**config.mk**
```make
export PLATFORM = sky130hd
export DESIGN_NAME = countdown_timer
export DESIGN_NICKNAME = d
export VERILOG_FILES = /design/src/rtl/timer_pkg.sv /design/src/rtl/key_edge_sync.sv /design/src/rtl/countdown_timer.sv
export SDC_FILE = /design/constraint.sdc
export NUM_CORES = 1
export LEC_CHECK = 0
export ABC_AREA = 1
export CELL_PAD_IN_SITES_DETAIL_PLACEMENT = 1
export CELL_PAD_IN_SITES_GLOBAL_PLACEMENT = 2
export CORE_MARGIN = 4
export CORE_UTILIZATION = 38
export DETAILED_ROUTE_END_ITERATION = 8
export PLACE_DENSITY_LB_ADDON = 0.1
export SYNTH_ARGS = -nofsm -noshare
export SYNTH_HDL_FRONTEND = slang
export SYNTH_SLANG_ARGS = --single-unit
export TNS_END_PERCENT = 10
```
**constraint.sdc**
```tcl
create_clock -name CLOCK_50 -period 4.15 [get_ports CLOCK_50]
set_input_delay 0.83 -clock CLOCK_50 [delete_from_list [all_inputs] [get_ports CLOCK_50]]
set_output_delay 0.83 -clock CLOCK_50 [all_outputs]
set_load 0.02 [all_outputs]
```
**src/rtl/timer_pkg.sv**
```systemverilog
// Shared state codes, 7-segment constants and BCD helpers for the countdown timer.
package timer_pkg;

  // FSM state codes; the 3-bit value is shown directly on LEDR[2:0].
  localparam logic [2:0] StIdle   = 3'd0;
  localparam logic [2:0] StSetSec = 3'd1;
  localparam logic [2:0] StSetMin = 3'd2;
  localparam logic [2:0] StStop   = 3'd3;
  localparam logic [2:0] StRun    = 3'd4;
  localparam logic [2:0] StFlash  = 3'd5;

  // Active-low segments, bit order {g,f,e,d,c,b,a}.
  localparam logic [6:0] SEG_BLANK = 7'b1111111;
  localparam logic [6:0] SEG_0     = 7'b1000000;
  localparam logic [6:0] SEG_1     = 7'b1111001;
  localparam logic [6:0] SEG_2     = 7'b0100100;
  localparam logic [6:0] SEG_3     = 7'b0110000;
  localparam logic [6:0] SEG_4     = 7'b0011001;
  localparam logic [6:0] SEG_5     = 7'b0010010;
  localparam logic [6:0] SEG_6     = 7'b0000010;
  localparam logic [6:0] SEG_7     = 7'b1111000;
  localparam logic [6:0] SEG_8     = 7'b0000000;
  localparam logic [6:0] SEG_9     = 7'b0010000;

  // Stored time as four BCD digits mt:mu:st:su.
  typedef struct packed {
    logic [3:0] mt;
    logic [3:0] mu;
    logic [3:0] st;
    logic [3:0] su;
  } bcd_time_t;

  function automatic logic [6:0] seg7(input logic [3:0] bcd);
    case (bcd)
      4'd0:    return SEG_0;
      4'd1:    return SEG_1;
      4'd2:    return SEG_2;
      4'd3:    return SEG_3;
      4'd4:    return SEG_4;
      4'd5:    return SEG_5;
      4'd6:    return SEG_6;
      4'd7:    return SEG_7;
      4'd8:    return SEG_8;
      4'd9:    return SEG_9;
      default: return SEG_BLANK;
    endcase
  endfunction

  function automatic logic [3:0] clamp_bcd(input logic [3:0] v, input logic [3:0] max_v);
    return (v > max_v) ? max_v : v;
  endfunction

  // One-second decrement with BCD borrow; 00:00 is left untouched.
  function automatic bcd_time_t bcd_dec(input bcd_time_t t);
    bcd_time_t r;
    r = t;
    if (t == '0) return t;
    if (t.su != 4'd0) begin
      r.su = t.su - 4'd1;
    end else begin
      r.su = 4'd9;
      if (t.st != 4'd0) begin
        r.st = t.st - 4'd1;
      end else begin
        r.st = 4'd5;
        if (t.mu != 4'd0) begin
          r.mu = t.mu - 4'd1;
        end else begin
          r.mu = 4'd9;
          r.mt = t.mt - 4'd1;
        end
      end
    end
    return r;
  endfunction

endpackage

```
**src/rtl/key_edge_sync.sv**
```systemverilog
// Two-flop synchroniser for an active-low pushbutton plus falling-edge detector.
module key_edge_sync (
  input  logic clk_i,
  input  logic rst_ni,
  input  logic key_ni,
  output logic press_o
);

  logic sync1_q, sync2_q, prev_q;

  // Synchronise the button and keep the previous synchronised level; idle level is released (1).
  always_ff @(posedge clk_i or negedge rst_ni) begin
    if (!rst_ni) begin
      sync1_q <= 1'b1;
      sync2_q <= 1'b1;
      prev_q  <= 1'b1;
    end else begin
      sync1_q <= key_ni;
      sync2_q <= sync1_q;
      prev_q  <= sync2_q;
    end
  end

  // One-cycle pulse on the 1->0 transition of the synchronised level.
  always_comb begin
    press_o = prev_q & ~sync2_q;
  end

endmodule

```
**src/rtl/countdown_timer.sv**
```systemverilog
// MM:SS countdown timer: BCD entry from SW, set/start keys, 7-segment display, LEDR status/flash.
module countdown_timer
  import timer_pkg::*;
#(
  parameter int unsigned TICK_CYCLES  = 50_000_000,
  parameter int unsigned FLASH_CYCLES = 12_500_000,
  parameter int unsigned FLASH_LIMIT  = 0
) (
  input  logic       CLOCK_50,
  input  logic       reset,
  input  logic [7:0] SW,
  input  logic [2:0] KEY,
  output logic [9:0] LEDR,
  output logic [6:0] HEX0,
  output logic [6:0] HEX1,
  output logic [6:0] HEX2,
  output logic [6:0] HEX3
);

  localparam int unsigned TickW   = (TICK_CYCLES > 1) ? $clog2(TICK_CYCLES) : 1;
  localparam int unsigned FlashW  = (FLASH_CYCLES > 1) ? $clog2(FLASH_CYCLES) : 1;
  localparam int unsigned ToggleW = (FLASH_LIMIT > 0) ? $clog2(FLASH_LIMIT + 1) : 1;

  // KEY[0] is the board reset and is consumed outside this block.
  logic unused_key0;
  assign unused_key0 = KEY[0];

  logic press_set, press_start;

  key_edge_sync u_key_set (
    .clk_i   (CLOCK_50),
    .rst_ni  (reset),
    .key_ni  (KEY[1]),
    .press_o (press_set)
  );

  key_edge_sync u_key_start (
    .clk_i   (CLOCK_50),
    .rst_ni  (reset),
    .key_ni  (KEY[2]),
    .press_o (press_start)
  );

  logic [2:0]         state_q, state_d;
  bcd_time_t          time_q, time_d;
  logic [TickW-1:0]   presc_q, presc_d;
  logic [FlashW-1:0]  flash_cnt_q, flash_cnt_d;
  logic               phase_q, phase_d;
  logic [ToggleW-1:0] toggles_q, toggles_d;
  logic [9:0]         ledr_q, ledr_d;
  logic [6:0]         hex0_q, hex1_q, hex2_q, hex3_q;
  logic [6:0]         hex0_d, hex1_d, hex2_d, hex3_d;

  logic [3:0] sw_tens, sw_units;
  logic       tick, flash_wrap, limit_hit;
  bcd_time_t  time_dec;

  // Clamp the switch entry and derive counter events.
  always_comb begin
    sw_tens    = clamp_bcd(SW[7:4], 4'd5);
    sw_units   = clamp_bcd(SW[3:0], 4'd9);
    tick       = (presc_q == TickW'(TICK_CYCLES - 1));
    flash_wrap = (flash_cnt_q == FlashW'(FLASH_CYCLES - 1));
    limit_hit  = (FLASH_LIMIT > 0) && flash_wrap &&
                 ((32'(toggles_q) + 32'd1) == FLASH_LIMIT);
    time_dec   = bcd_dec(time_q);
  end

  // FSM, BCD time, prescaler and flash counter next state.
  always_comb begin
    state_d     = state_q;
    time_d      = time_q;
    presc_d     = '0;
    flash_cnt_d = '0;
    phase_d     = phase_q;
    toggles_d   = toggles_q;

    case (state_q)
      StIdle: begin
        if (press_set) state_d = StSetSec;
      end
      StSetSec: begin
        if (press_set) begin
          time_d.st = sw_tens;
          time_d.su = sw_units;
          state_d   = StSetMin;
        end
      end
      StSetMin: begin
        if (press_set) begin
          time_d.mt = sw_tens;
          time_d.mu = sw_units;
          state_d   = StStop;
        end
      end
      StStop: begin
        if (press_start) begin
          if (time_q != '0) state_d = StRun;
        end else if (press_set) begin
          state_d = StSetSec;
        end
      end
      StRun: begin
        if (tick && (time_q != '0)) begin
          time_d = time_dec;
          // The final tick beats a simultaneous stop request.
          if (time_dec == '0) begin
            state_d   = StFlash;
            phase_d   = 1'b1;
            toggles_d = '0;
          end else if (press_start) begin
            state_d = StStop;
          end
        end else if (press_start) begin
          state_d = StStop;
        end
        if (state_d == StRun) presc_d = tick ? '0 : presc_q + TickW'(1);
      end
      StFlash: begin
        if (flash_wrap) begin
          phase_d   = ~phase_q;
          toggles_d = toggles_q + ToggleW'(1);
        end
        if (press_set || press_start || limit_hit) begin
          state_d = StIdle;
          time_d  = '0;
        end else begin
          flash_cnt_d = flash_wrap ? '0 : flash_cnt_q + FlashW'(1);
        end
      end
      default: begin
        state_d = StIdle;
      end
    endcase
  end

  // Registered display and LED values, derived from the current state and time.
  always_comb begin
    logic [3:0] d3, d2, d1, d0;
    d3 = time_q.mt;
    d2 = time_q.mu;
    d1 = time_q.st;
    d0 = time_q.su;
    if (state_q == StSetSec) begin
      d1 = sw_tens;
      d0 = sw_units;
    end
    if (state_q == StSetMin) begin
      d3 = sw_tens;
      d2 = sw_units;
    end
    hex3_d = seg7(d3);
    hex2_d = seg7(d2);
    hex1_d = seg7(d1);
    hex0_d = seg7(d0);
    ledr_d = (state_q == StFlash) ? {10{phase_q}} : {7'b0, state_q};
  end

  // State and datapath registers.
  always_ff @(posedge CLOCK_50 or negedge reset) begin
    if (!reset) begin
      state_q     <= StIdle;
      time_q      <= '0;
      presc_q     <= '0;
      flash_cnt_q <= '0;
      phase_q     <= 1'b0;
      toggles_q   <= '0;
    end else begin
      state_q     <= state_d;
      time_q      <= time_d;
      presc_q     <= presc_d;
      flash_cnt_q <= flash_cnt_d;
      phase_q     <= phase_d;
      toggles_q   <= toggles_d;
    end
  end

  // Output registers.
  always_ff @(posedge CLOCK_50 or negedge reset) begin
    if (!reset) begin
      ledr_q <= '0;
      hex0_q <= SEG_0;
      hex1_q <= SEG_0;
      hex2_q <= SEG_0;
      hex3_q <= SEG_0;
    end else begin
      ledr_q <= ledr_d;
      hex0_q <= hex0_d;
      hex1_q <= hex1_d;
      hex2_q <= hex2_d;
      hex3_q <= hex3_d;
    end
  end

  assign LEDR = ledr_q;
  assign HEX0 = hex0_q;
  assign HEX1 = hex1_q;
  assign HEX2 = hex2_q;
  assign HEX3 = hex3_q;

endmodule

```
==> results.cfg <==
[clock_network]
cts_hold_repair.buffers = 0
postCtsSetupBuffers = 0
htreeDepth = 3
cts_buffers = 9
clk_path_buf_depth = 2
cts_resized = 0
cts_sinks = 108
clk_pin_slew_ps = 70
cts_root_buf = clkbuf_16
cts_tree = done
clock_insertion_delay_worst_skew_ps = 350

[yosys]
syn-cell-area_um2 = 6236
syn_inst = 789
synth_top_cell_by_area = dfrtp_1
ys.flop_type = dfrtp_1
synth_nets = 828
synth_area_per_cell_um2 = 7.904
synthMuxAreaShare = 0
yosys.area_share.simple = 0.2809
ys_types = 45
yosys.area_share.xor_xnor = 0.01966
synth_area_leaders = dfrtp_1 (39%), nand2_1 (10%), inv_1 (6.3%)
seq_area_frac_synth = 0.4354
synth_top_family_by_area = simple AND/OR/NAND/NOR gates
synth_fa_ha_area_frac = 0.05217
synth.top_cell.area_share = 0.3933
synth_compound_area_frac = 0.1214
synthArstFlopShare = 1.000
yosysWarnings = 0
synth_edf_count = 0
ys_seq_elements = 108

[layout]
nNetsFinal = 877
syn_to_final_growth_pct = 15.23
diodes = 0
finalInstanceArea_um2 = 7186
drive_gt1_frac = 0.1020

[timing]
final-max-slew-violation-count = 0
hold_ws_ps = 361.6
tns_ps = 0
setup_viol = 0
fin_crit_sh = 0.6396
skew_ps = 9.711
grt_setup_unrepaired = false
finalHoldViolations = 0
fmax_ghz = 0.3767
post-route-min-period_ps = 2654
worstMarginPinSlew_ps = 923.5
slew_headroom = 0.3843
worst_slack_ps = 1496

[placed_design]
io_buffers = 49
gp_congestion = 0.8112
hpwl_um = 11910
place_ws_ps = 1193
post_dp_cell_area_um2 = 6903

[power_and_ir_drop]
intPower_uw = 2499
netSwitchingFraction = 0.4279
seqPwrFrac = 0.333
max-vdd-ir-drop_v = 0.0002730
p_comb_frac = 0.478
p_sw_uw = 1869
power.share.clock = 0.190
p_leak_uw = 0.003163
power_density_nw_per_um2 = 607.8

[critical_path]
cp_num_buf_inv = 5
cp_max_fo = 9
crit_slowest_cell = dfrtp_1
path_class = reg2reg
critical_path.top_delay_family = compound AO/OA/AOI/OAI gates
crit_path_end_kind = register
worstPathArrival_ps = 2860
max_stage_delay_ps = 460
startpoint_type = register
cpMostUsedCell = inv_2
path_cells = inv_2, nor2_1, inv_2, nor2_4, inv_2, nor2_1, inv_1, o21ai_1, inv_1, ha_1, o21ai_0, o21ai_0
worstPathRequired_ps = 4350

[global_routing]
gr-total-overflow = 0
grt_max_degree = 71
grt_antenna_before_repair = 0
grt_first_pass_wirelength_um = 26920
grt_pass1_vias = 5545
grt_util_all_layers = 0.1798

[die]
initial_core_util = 0.3897
dieArea_um2 = 18520
die_y_um = 136.1
fp-row-count = 46
io_pins = 51
coreArea_um2 = 16000
die_w_um = 136.1

[drt]
drc = 0
wl_um = 15510
final_antenna_net_count = 0
viasPerCell = 4.907
dr.pass1.iters = 4
drt_first_iter_violations = 273
wl_per_cell_um = 14.65
vias = 5197

[worst_hold_path]
hold_path_class = reg2reg

[outcome]
outcome = completed

[run]
cap_violations = 0
==> cells by family (layout without fill, tap and decap cells) <==
| family | count (synthesis) | after routing |
|---|---|---|
| fa+ha+maj | 26 | 26 |
| simple gates | 370 | 370 |
| compound gates | 137 | 137 |
| flops | 108 | 108 |
| xor+xnor | 14 | 14 |
| buf+inv | 134 | 188 |
==> power by group through the flow <==
stage | Combinational (uW) | Sequential [uW] | Clock [uW]
2_1_floorplan | 1240 | 1620 | 0
3_3_place_gp | 2030 | 1470 | 0
3_5_place_dp | 2120 | 1480 | 0
4_1_cts | 2130 | 1460 | 867
5_1_grt | 2400 | 1480 | 913
6_report | 2090 | 1450 | 829
==> worst paths after layout <==
check / from / endpoint / slack, ps / cells past startpoint
setup / recovery: state_q[0]$_DFFE_PN0P_ / HEX0[0]$_DFF_PN0_ / 1500 / 12
hold / removal: u_key_set.sync1_q$_DFF_PN1_ / u_key_set.sync2_q$_DFF_PN1_ / 360 / 0
setup reg to reg: state_q[0]$_DFFE_PN0P_ / HEX0[0]$_DFF_PN0_ / 1500 / 12
hold reg to reg: u_key_set.sync1_q$_DFF_PN1_ / u_key_set.sync2_q$_DFF_PN1_ / 360 / 0
max in group asynchronous: reset / HEX0[6]$_DFF_PN1_ / 2620 / 2
min in group asynchronous: reset / flash_cnt_q[11]$_DFF_PN0_ / 610 / 1
==> metrics by stage <==
stage                 util  power, uW  cells
floorplan                -       2864    789
global placement    0.4314       3494   1043
detailed placement  0.4314       3594   1043
CTS                 0.4491       4449   1059
global route        0.4491       4792   1059
finish              0.4491       4367   1059
==> area by class of cell <==
type / count / area [um2]
multi-input cells: 547 / 2957
clock inverters: 1 / 5.005
clock buffers: 15 / 277.8
repair buffers: 52 / 510.5
well taps: 216 / 270.3
flip-flops and latches: 108 / 2715
inverters: 120 / 450.4
fillers: 2016 / 8815
==> flip-flops by register name, indices dropped and copies added, names as in the netlist, 3 cells and up <==
name / cells
flash_cnt_q: 24
HEX2: 7
HEX1: 7
time_q: 16
presc_q: 26
HEX0: 7
state_q: 3
LEDR: 4
HEX3: 7
==> per-layer routing <==
metal	global-route usage	part of all wire	vias up
li1	-	-	2624
met2	0.3214	0.51	34
met4	0.03415	0.0086	0
met5	0	0	-
met1	0.2264	0.46	2528
met3	0.03590	0.021	11
==> placed cells by master (no fill, tap or decap), drive strengths merged, types with 2 or more instances in the layout <==
| cell type | n |
|---|---|
| nor2 | 117 |
| dfrtp | 98 |
| nand4 | 14 |
| nand2 | 172 |
| ha | 26 |
| o21a | 4 |
| dfstp | 10 |
| nand3 | 33 |
| nor4 | 6 |
| xor2 | 11 |
| a31oi | 4 |
| nor3b | 5 |
| xnor2 | 3 |
| a21oi | 32 |
| o21ai | 85 |
| buf | 4 |
| clkdlybuf4s50 | 48 |
| inv | 120 |
| a21boi | 2 |
| nor3 | 22 |
| o211ai | 2 |
| o21bai | 2 |
| clkbuf | 15 |
| o22ai | 3 |
==> worst register-to-register path: stages (launching register included) <==
cell     delay [ps]
dfrtp_1         460
inv_2           110
nor2_1          170
inv_2            90
nor2_4          230
inv_2           170
nor2_1          170
inv_1            60
o21ai_1         280
inv_1           160
ha_1            230
o21ai_0         250
o21ai_0         140
==> synth_stat cells, types with 2 or more instances <==
library cell,n
xor2_1,11
xnor2_1,3
o21ai_0,55
o22ai_1,3
a31oi_1,4
dfrtp_1,98
o21ai_2,3
nand3_1,30
dfstp_2,10
o211ai_1,2
inv_1,104
nor3_1,15
nor3b_1,3
nand3_2,2
buf_6,4
o21ai_1,27
nand2_1,169
nor2_2,9
nor4_2,2
o21a_1,4
nand2_2,2
ha_1,26
a21boi_0,2
nor4_1,4
nor2_1,97
nor2_4,10
nor3_2,7
buf_4,8
inv_2,16
nor3b_2,2
nand4_1,13
a21oi_1,31
Power figures use the tool's default switching activity.
